File: src/rtl/simt_pkg.sv
// Shared types for the SIMT reconvergence stack: entry kinds, entry
// layout, per-warp event codes and same-warp arbitration priorities.
package simt_pkg;

   typedef enum logic [1:0] {
      ENT_JOIN = 2'd0,
      ENT_ELSE = 2'd1,
      ENT_CALL = 2'd2
   } entry_kind_t;

   // Fields sized for the widest supported config (threads, PC <= 32);
   // narrower builds zero-extend on push and truncate on pop.
   localparam int ENT_MASK_W = 32;
   localparam int ENT_PC_W   = 32;

   typedef struct packed {
      entry_kind_t            kind;
      logic [ENT_MASK_W-1:0]  mask;
      logic [ENT_PC_W-1:0]    pc;
   } entry_t;

   // Event delivered to one warp after arbitration.
   typedef enum logic [2:0] {
      EV_NONE, EV_INIT, EV_BR, EV_SYNC, EV_RET, EV_CALL
   } ev_t;

   // Same-warp priority: higher index wins.
   localparam int NUM_PRIO  = 5;
   localparam int PRIO_CALL = 0;
   localparam int PRIO_RET  = 1;
   localparam int PRIO_SYNC = 2;
   localparam int PRIO_BR   = 3;
   localparam int PRIO_INIT = 4;

endpackage

File: src/rtl/simt_stack_gen_if.sv
// Event and status bus between Decode/EX, the SIMT stack and Fetch/IBuffer.
interface simt_stack_gen_if #(
   parameter int NUM_WARPS   = 8,
   parameter int NUM_THREADS = 8,
   parameter int PC_W        = 10
);
   localparam int WID_W = $clog2(NUM_WARPS);

   logic                          init_valid;
   logic [WID_W-1:0]              init_warp;
   logic [NUM_THREADS-1:0]        init_mask;
   logic                          br_valid;
   logic [WID_W-1:0]              br_warp;
   logic [NUM_THREADS-1:0]        br_outcome;
   logic [PC_W-1:0]               br_target;
   logic [PC_W-1:0]               br_fallthru;
   logic                          sync_valid;
   logic [WID_W-1:0]              sync_warp;
   logic                          call_valid;
   logic [WID_W-1:0]              call_warp;
   logic [PC_W-1:0]               call_ret_pc;
   logic                          ret_valid;
   logic [WID_W-1:0]              ret_warp;

   logic [NUM_WARPS*NUM_THREADS-1:0] am_flat;
   logic [NUM_WARPS-1:0]             redirect_valid;
   logic [NUM_WARPS*PC_W-1:0]        redirect_pc_flat;
   logic [NUM_WARPS-1:0]             drop_instr;
   logic [NUM_WARPS-1:0]             err_overflow;
   logic [NUM_WARPS-1:0]             err_underflow;
   logic [NUM_WARPS-1:0]             err_mismatch;
   logic                             conflict_err;

   modport master (
      output init_valid, init_warp, init_mask,
      output br_valid, br_warp, br_outcome, br_target, br_fallthru,
      output sync_valid, sync_warp,
      output call_valid, call_warp, call_ret_pc,
      output ret_valid, ret_warp,
      input  am_flat, redirect_valid, redirect_pc_flat, drop_instr,
      input  err_overflow, err_underflow, err_mismatch, conflict_err
   );

   modport slave (
      input  init_valid, init_warp, init_mask,
      input  br_valid, br_warp, br_outcome, br_target, br_fallthru,
      input  sync_valid, sync_warp,
      input  call_valid, call_warp, call_ret_pc,
      input  ret_valid, ret_warp,
      output am_flat, redirect_valid, redirect_pc_flat, drop_instr,
      output err_overflow, err_underflow, err_mismatch, conflict_err
   );
endinterface

File: src/rtl/simt_warp_stack.sv
// One warp's reconvergence stack: active mask, stack pointer, entries,
// sticky error flags and the registered redirect/drop pulse.
module simt_warp_stack
   import simt_pkg::*;
#(
   parameter int NUM_THREADS = 8,
   parameter int DEPTH       = 4,
   parameter int PC_W        = 10
) (
   input  logic                   clk,
   input  logic                   rst,
   input  ev_t                    ev,
   input  logic [NUM_THREADS-1:0] init_mask,
   input  logic [NUM_THREADS-1:0] br_outcome,
   input  logic [PC_W-1:0]        br_target,
   input  logic [PC_W-1:0]        br_fallthru,
   input  logic [PC_W-1:0]        call_ret_pc,
   output logic [NUM_THREADS-1:0] am,
   output logic                   redirect_valid,
   output logic [PC_W-1:0]        redirect_pc,
   output logic                   drop,
   output logic                   err_overflow,
   output logic                   err_underflow,
   output logic                   err_mismatch
);
   localparam int SP_W = $clog2(DEPTH + 1);
   localparam int IX_W = $clog2(DEPTH);
   localparam logic [SP_W-1:0] SP_FULL    = SP_W'(DEPTH);
   localparam logic [SP_W-1:0] SP_DIV_MAX = SP_W'(DEPTH - 2);

   entry_t                 stk [DEPTH];
   logic [SP_W-1:0]        sp;
   logic [SP_W-1:0]        sp_m1;
   logic [IX_W-1:0]        top_ix, push_ix, push_ix1;
   logic [NUM_THREADS-1:0] taken;
   entry_kind_t            top_kind;
   logic                   empty;

   assign sp_m1    = sp - SP_W'(1);
   assign top_ix   = sp_m1[IX_W-1:0];
   assign push_ix  = sp[IX_W-1:0];
   assign push_ix1 = push_ix + IX_W'(1);
   assign taken    = br_outcome & am;
   assign top_kind = stk[top_ix].kind;
   assign empty    = (sp == '0);

   // Apply the arbitrated event; redirect/drop are one-cycle pulses.
   always_ff @(posedge clk or posedge rst) begin
      if (rst) begin
         am             <= '0;
         sp             <= '0;
         redirect_valid <= 1'b0;
         redirect_pc    <= '0;
         drop           <= 1'b0;
         err_overflow   <= 1'b0;
         err_underflow  <= 1'b0;
         err_mismatch   <= 1'b0;
         for (int i = 0; i < DEPTH; i++) stk[i] <= '0;
      end else begin
         redirect_valid <= 1'b0;
         drop           <= 1'b0;
         case (ev)
            EV_INIT: begin
               am            <= init_mask;
               sp            <= '0;
               err_overflow  <= 1'b0;
               err_underflow <= 1'b0;
               err_mismatch  <= 1'b0;
            end
            EV_BR: begin
               if (taken == am) begin
                  redirect_valid <= 1'b1;
                  redirect_pc    <= br_target;
                  drop           <= 1'b1;
               end else if (taken != '0) begin
                  // Divergence needs two free slots: JOIN below ELSE.
                  if (sp > SP_DIV_MAX) begin
                     err_overflow <= 1'b1;
                  end else begin
                     stk[push_ix]  <= '{kind: ENT_JOIN, mask: ENT_MASK_W'(am), pc: '0};
                     stk[push_ix1] <= '{kind: ENT_ELSE, mask: ENT_MASK_W'(am & ~taken),
                                        pc: ENT_PC_W'(br_fallthru)};
                     sp             <= sp + SP_W'(2);
                     am             <= taken;
                     redirect_valid <= 1'b1;
                     redirect_pc    <= br_target;
                     drop           <= 1'b1;
                  end
               end
            end
            EV_SYNC: begin
               if (empty) begin
                  err_underflow <= 1'b1;
               end else if (top_kind == ENT_CALL) begin
                  err_mismatch <= 1'b1;
               end else begin
                  sp <= sp_m1;
                  am <= stk[top_ix].mask[NUM_THREADS-1:0];
                  if (top_kind == ENT_ELSE) begin
                     redirect_valid <= 1'b1;
                     redirect_pc    <= stk[top_ix].pc[PC_W-1:0];
                     drop           <= 1'b1;
                  end
               end
            end
            EV_RET: begin
               if (empty) begin
                  err_underflow <= 1'b1;
               end else if (top_kind != ENT_CALL) begin
                  err_mismatch <= 1'b1;
               end else begin
                  sp             <= sp_m1;
                  am             <= stk[top_ix].mask[NUM_THREADS-1:0];
                  redirect_valid <= 1'b1;
                  redirect_pc    <= stk[top_ix].pc[PC_W-1:0];
                  drop           <= 1'b1;
               end
            end
            EV_CALL: begin
               if (sp == SP_FULL) begin
                  err_overflow <= 1'b1;
               end else begin
                  stk[push_ix] <= '{kind: ENT_CALL, mask: ENT_MASK_W'(am),
                                    pc: ENT_PC_W'(call_ret_pc)};
                  sp           <= sp + SP_W'(1);
               end
            end
            default: ;
         endcase
      end
   end
endmodule

File: src/rtl/simt_stack_gen.sv
// Per-warp SIMT reconvergence stack: warp-ID decode, same-warp
// arbitration and one simt_warp_stack per warp.
module simt_stack_gen
   import simt_pkg::*;
#(
   parameter int NUM_WARPS   = 8,
   parameter int NUM_THREADS = 8,
   parameter int DEPTH       = 4,
   parameter int PC_W        = 10
) (
   input logic          clk,
   input logic          rst,
   simt_stack_gen_if.slave bus
);
   localparam int WID_W = $clog2(NUM_WARPS);

   logic [NUM_WARPS-1:0][NUM_THREADS-1:0] am_pk;
   logic [NUM_WARPS-1:0][PC_W-1:0]        rpc_pk;
   logic [NUM_WARPS-1:0]                  multi;
   logic                                  conflict_q;

   for (genvar w = 0; w < NUM_WARPS; w++) begin : g_warp
      logic [NUM_PRIO-1:0] req;
      ev_t                 ev;

      assign req[PRIO_INIT] = bus.init_valid && (bus.init_warp == WID_W'(w));
      assign req[PRIO_BR]   = bus.br_valid   && (bus.br_warp   == WID_W'(w));
      assign req[PRIO_SYNC] = bus.sync_valid && (bus.sync_warp == WID_W'(w));
      assign req[PRIO_RET]  = bus.ret_valid  && (bus.ret_warp  == WID_W'(w));
      assign req[PRIO_CALL] = bus.call_valid && (bus.call_warp == WID_W'(w));
      assign multi[w]       = ($countones(req) > 1);

      // Highest-priority request wins; later assignments override earlier.
      always_comb begin
         ev = EV_NONE;
         if (req[PRIO_CALL]) ev = EV_CALL;
         if (req[PRIO_RET])  ev = EV_RET;
         if (req[PRIO_SYNC]) ev = EV_SYNC;
         if (req[PRIO_BR])   ev = EV_BR;
         if (req[PRIO_INIT]) ev = EV_INIT;
      end

      simt_warp_stack #(
         .NUM_THREADS (NUM_THREADS),
         .DEPTH       (DEPTH),
         .PC_W        (PC_W)
      ) u_stack (
         .clk            (clk),
         .rst            (rst),
         .ev             (ev),
         .init_mask      (bus.init_mask),
         .br_outcome     (bus.br_outcome),
         .br_target      (bus.br_target),
         .br_fallthru    (bus.br_fallthru),
         .call_ret_pc    (bus.call_ret_pc),
         .am             (am_pk[w]),
         .redirect_valid (bus.redirect_valid[w]),
         .redirect_pc    (rpc_pk[w]),
         .drop           (bus.drop_instr[w]),
         .err_overflow   (bus.err_overflow[w]),
         .err_underflow  (bus.err_underflow[w]),
         .err_mismatch   (bus.err_mismatch[w])
      );
   end

   assign bus.am_flat          = am_pk;
   assign bus.redirect_pc_flat = rpc_pk;
   assign bus.conflict_err     = conflict_q;

   // Discarded same-warp events are reported in the same cycle as the results.
   always_ff @(posedge clk or posedge rst) begin
      if (rst) conflict_q <= 1'b0;
      else     conflict_q <= |multi;
   end
endmodule

File: src/flat_wrapper.sv
// flat-port wrapper written by rule: the top's interface ports become plain ports
module simt_stack_gen_flat import simt_pkg::*;
#(
   parameter int NUM_WARPS   = 8,
   parameter int NUM_THREADS = 8,
   parameter int DEPTH       = 4,
   parameter int PC_W        = 10
)
  (clk, rst, bus_init_valid, bus_init_warp, bus_init_mask, bus_br_valid, bus_br_warp, bus_br_outcome, bus_br_target, bus_br_fallthru, bus_sync_valid, bus_sync_warp, bus_call_valid, bus_call_warp, bus_call_ret_pc, bus_ret_valid, bus_ret_warp, bus_am_flat, bus_redirect_valid, bus_redirect_pc_flat, bus_drop_instr, bus_err_overflow, bus_err_underflow, bus_err_mismatch, bus_conflict_err);
  simt_stack_gen_if #(.NUM_WARPS(NUM_WARPS), .NUM_THREADS(NUM_THREADS), .PC_W(PC_W)) bus_i ();
  input logic clk;
  input logic rst;
  input wire logic [$bits(bus_i.init_valid)-1:0] bus_init_valid;
  input wire logic [$bits(bus_i.init_warp)-1:0] bus_init_warp;
  input wire logic [$bits(bus_i.init_mask)-1:0] bus_init_mask;
  input wire logic [$bits(bus_i.br_valid)-1:0] bus_br_valid;
  input wire logic [$bits(bus_i.br_warp)-1:0] bus_br_warp;
  input wire logic [$bits(bus_i.br_outcome)-1:0] bus_br_outcome;
  input wire logic [$bits(bus_i.br_target)-1:0] bus_br_target;
  input wire logic [$bits(bus_i.br_fallthru)-1:0] bus_br_fallthru;
  input wire logic [$bits(bus_i.sync_valid)-1:0] bus_sync_valid;
  input wire logic [$bits(bus_i.sync_warp)-1:0] bus_sync_warp;
  input wire logic [$bits(bus_i.call_valid)-1:0] bus_call_valid;
  input wire logic [$bits(bus_i.call_warp)-1:0] bus_call_warp;
  input wire logic [$bits(bus_i.call_ret_pc)-1:0] bus_call_ret_pc;
  input wire logic [$bits(bus_i.ret_valid)-1:0] bus_ret_valid;
  input wire logic [$bits(bus_i.ret_warp)-1:0] bus_ret_warp;
  output wire logic [$bits(bus_i.am_flat)-1:0] bus_am_flat;
  output wire logic [$bits(bus_i.redirect_valid)-1:0] bus_redirect_valid;
  output wire logic [$bits(bus_i.redirect_pc_flat)-1:0] bus_redirect_pc_flat;
  output wire logic [$bits(bus_i.drop_instr)-1:0] bus_drop_instr;
  output wire logic [$bits(bus_i.err_overflow)-1:0] bus_err_overflow;
  output wire logic [$bits(bus_i.err_underflow)-1:0] bus_err_underflow;
  output wire logic [$bits(bus_i.err_mismatch)-1:0] bus_err_mismatch;
  output wire logic [$bits(bus_i.conflict_err)-1:0] bus_conflict_err;
  assign bus_i.init_valid = bus_init_valid;
  assign bus_i.init_warp = bus_init_warp;
  assign bus_i.init_mask = bus_init_mask;
  assign bus_i.br_valid = bus_br_valid;
  assign bus_i.br_warp = bus_br_warp;
  assign bus_i.br_outcome = bus_br_outcome;
  assign bus_i.br_target = bus_br_target;
  assign bus_i.br_fallthru = bus_br_fallthru;
  assign bus_i.sync_valid = bus_sync_valid;
  assign bus_i.sync_warp = bus_sync_warp;
  assign bus_i.call_valid = bus_call_valid;
  assign bus_i.call_warp = bus_call_warp;
  assign bus_i.call_ret_pc = bus_call_ret_pc;
  assign bus_i.ret_valid = bus_ret_valid;
  assign bus_i.ret_warp = bus_ret_warp;
  assign bus_am_flat = bus_i.am_flat;
  assign bus_redirect_valid = bus_i.redirect_valid;
  assign bus_redirect_pc_flat = bus_i.redirect_pc_flat;
  assign bus_drop_instr = bus_i.drop_instr;
  assign bus_err_overflow = bus_i.err_overflow;
  assign bus_err_underflow = bus_i.err_underflow;
  assign bus_err_mismatch = bus_i.err_mismatch;
  assign bus_conflict_err = bus_i.conflict_err;
  simt_stack_gen #(.NUM_WARPS(NUM_WARPS), .NUM_THREADS(NUM_THREADS), .DEPTH(DEPTH), .PC_W(PC_W)) u_core (.clk(clk), .rst(rst), .bus(bus_i));
endmodule
File: config.mk
export PLATFORM = sky130hd
export DESIGN_NAME = simt_stack_gen_flat
export DESIGN_NICKNAME = d
export VERILOG_FILES = /design/src/rtl/simt_pkg.sv /design/src/rtl/simt_stack_gen_if.sv /design/src/rtl/simt_warp_stack.sv /design/src/rtl/simt_stack_gen.sv /design/src/flat_wrapper.sv
export SDC_FILE = /design/constraint.sdc
export NUM_CORES = 2
export LEC_CHECK = 0
export ABC_AREA = 0
export BUFFER_PORTS_ARGS = -buffer_cell sky130_fd_sc_hd__buf_2
export CAP_MARGIN = 10
export CORE_ASPECT_RATIO = 0.7
export CORE_MARGIN = 2
export CORE_UTILIZATION = 50
export CTS_CLUSTER_DIAMETER = 40
export DETAILED_ROUTE_END_ITERATION = 7
export PLACE_DENSITY = 0.67
export SYNTH_ARGS = -nofsm -noshare
export SYNTH_HDL_FRONTEND = slang
export SYNTH_HIERARCHICAL = 1
export SYNTH_SLANG_ARGS = --single-unit
File: constraint.sdc
create_clock -name clk -period 4.5 [get_ports clk]
set_input_delay 0.675 -clock clk [delete_from_list [all_inputs] [get_ports clk]]
set_output_delay 0.675 -clock clk [all_outputs]
set_load 0.05 [all_outputs]
==> impl_metrics.yaml <==
outcome:
  status: "finished, violations left"
  failed_checks: "DRC"
grt:
  grt_max_degree: 84
  grt_overflow_total: 0
  grt_util_all_layers: 0.3417
  grt_pass1_wl_um: 265200
  first_global_vias: 40828
  grt_antenna_before_repair: 15
route:
  drt-total-wl_um: 177300
  first_pass_iters: 8
  drt_iter0_drc: 5221
  drtAntennaViolNets: 0
  viasPerCell: 6.746
  drc: 1
  num_vias: 42162
  wl_per_cell_um: 28.37
yosys:
  syn_area_um2: 49730
  syn_inst: 4512
  yosysWarnings: 6
  synth-async-reset-ratio: 1.000
  synth_edf_count: 0
  ys_ff_latch: 841
  syn-num-nets: 4692
  synth.distinct_cells: 83
  avgSynthCellArea_um2: 11.02
  yosysSeqAreaShare: 0.4232
  synth_ff_type: "dfrtp_1"
timing:
  fin_crit_sh: 0.8519
  finalSetupViolCount: 0
  finalCriticalPeriod_ps: 3833
  finalSetupTns_ps: 0
  worst_slew_pin_slew_ps: 1197
  skew_ps: 52.81
  report.final.hold_viol_count: 0
  max_freq_mhz: 260.9
  rsz0062_at_grt: "no"
  drv_slew: 0
  maxSlewHeadroom: 0.2019
critical_path:
  cp-end-kind: "flop"
  cp-start-kind: "flop"
  critical_path_class: "reg -> reg"
  crit_fanout: 11
  cp.arrival_ps: 4470
  worst_ep_required_time_ps: 5140
floorplan:
  core_um2: 98250
  num_rows: 96
  die_area_um2: 102000
  initial_core_util: 0.5061
  chipHeight_um: 267.9
  io_pins: 253
  die_x_um: 380.9
clocking:
  cts_sinks: 841
  clk_latency_ps: 740
  cts_tree: "yes"
  cts_made_buffers: 114
  cts.path.max_buffers: 3
  htree_levels: 3
  cts_hold_buf: 0
  cts_setup_buffers: 0
  cts_root_buffer: "clkbuf_16"
  path_clk_slew_ps: 60
  cts_resized: 0
min_path:
  hold_path.class: "in -> async"
power_and_ir_drop:
  finalPower_mw: 30.61
  leakagePower_nw: 25.85
  peakVddDrop_v: 0.0003779
  powerDensity_nw_per_um2: 530.6
place:
  place_congestion: 0.9796
  dpl.hpwl_um: 116300
  io_buffer_count: 252
layout:
  fin_nets: 5011
  fillers: 8241
  layout-drive-gt1-share: 0.2823
  synthToLayoutAreaGrowth_pct: 16.02
run:
  maxCapViolCount: 0
-- cells by family after synthesis --
kind of cell	after synthesis	synth area share
AO/OA/AOI/OAI	1501	0.2105
flip-flops	841	0.4232
AND/OR/NAND/NOR	810	0.08635
multiplexers	741	0.2046
buffers and inverters	506	0.04577
adder cells (fa/ha/maj)	112	0.02939
XOR/XNOR	1	0.0001762
-- layout by cell type (no fill, tap or decap), types with 122 or more instances in the layout --
cell type | synthesis | layout
a21oi_1 | 396 | 396
a22o_1 | 278 | 278
a32o_1 | 128 | 128
buf_2 | 88 | 252
buf_4 | 43 | 262
dfrtp_1 | 841 | 841
inv_1 | 166 | 158
mux2_1 | 122 | 122
mux2_2 | 345 | 345
mux4_2 | 147 | 147
nand2_1 | 288 | 288
nor2_1 | 163 | 156
o21ai_0 | 230 | 224
-- stage by stage --
| stage | cell area [um2] | cells | setup slack (ps) | utilization | hold WS (ps) |
|---|---|---|---|---|---|
| after floorplan | 49730 | 4512 | 559.0 | - | 403.7 |
| after global placement | 53770 | 6038 | 372.4 | 0.5473 | 461.2 |
| after detailed placement | 53770 | 6038 | 402.9 | 0.5473 | 468.4 |
| after CTS | 57690 | 6247 | 735.1 | 0.5871 | 68.50 |
| after global routing | 57690 | 6248 | 509.8 | 0.5871 | 100.7 |
| final | 57690 | 6250 | 666.6 | 0.5872 | 123.0 |
-- state kept, by name, summed over array words and instances, names as in the netlist, named ones only --
signal,flops
u_core/bus.conflict_err,1
u_core/g_warp.u_stack/am,64
u_core/g_warp.u_stack/drop,8
u_core/g_warp.u_stack/err_mismatch,8
u_core/g_warp.u_stack/err_overflow,8
u_core/g_warp.u_stack/err_underflow,8
u_core/g_warp.u_stack/redirect_pc,80
u_core/g_warp.u_stack/sp,24
u_core/g_warp.u_stack/stk,624
-- area by class of cell --
type,count,area [um2],area share
timing repair buffer,542,3789,0.06567
antenna,3,7.507,0.0001301
inverter,167,646.9,0.01121
tap,1323,1655,0.02869
sequential,841,21050,0.3648
clock buffer,137,3069,0.05320
clock inverter,72,844.6,0.01464
multi-input combinational,3165,26640,0.4617
-- routing by layer --
| layer | GRT usage | vias to the layer above | routed length (um) |
|---|---|---|---|
| li1 | - | 17879 | - |
| met1 | 0.4898 | 21321 | 74610 |
| met2 | 0.4702 | 2531 | 72360 |
| met3 | 0.1142 | 411 | 22190 |
| met4 | 0.1462 | 20 | 8028 |
| met5 | 0 | - | 121 |
-- worst paths after layout --
| kind | startpoint | endpoint | slack (ps) | depth (start not counted) |
|---|---|---|---|---|
| worst max-delay path | u_core/g_warp[5].u_stack/sp[1] | u_core/g_warp[5].u_stack/am[1] | 670 | 9 |
| worst min-delay path | rst | u_core/bus.conflict_err | 120 | 2 |
| worst max register to register | u_core/g_warp[5].u_stack/sp[1] | u_core/g_warp[5].u_stack/am[1] | 670 | 9 |
| worst min register to register | u_core/g_warp[0].u_stack/redirect_pc[7] | u_core/g_warp[0].u_stack/redirect_pc[7] | 480 | 1 |
| max in group asynchronous | rst | u_core/g_warp[7].u_stack/sp[2] | 3120 | 3 |
| min in group clk | bus_sync_valid | u_core/bus.conflict_err | 250 | 2 |
-- worst max-delay path: stages (launching register included) --
cell	delay, ps
dfrtp_1	580
inv_1	210
ha_1	520
and4b_1	310
nor4_2	570
and2_1	280
nor2_1	90
nor4bb_2	690
buf_4	300
mux2i_1	200
-- cell usage after synthesis, types with 122 or more instances --
cell	number	area (um2)
inv_1	166	623.1
nor2_1	163	611.8
mux4_2	147	3311
mux2_2	345	3885
mux2_1	122	1374
nand2_1	288	1081
dfrtp_1	841	21050
a22o_1	278	2435
clkbuf_1	175	656.9
a21oi_1	396	1982
o21ai_0	230	1151
a32o_1	128	1281
-- where the power goes --
part / internal (mW) / total, mW / leakage [nW] / switching, mW
combinational: 3.74 / 9.75 / 13.1 / 6.01
sequential: 9.79 / 11.6 / 10.9 / 1.85
clock: 5.33 / 9.22 / 1.89 / 3.89
Note: power is estimated with default switching activity, not from simulation.
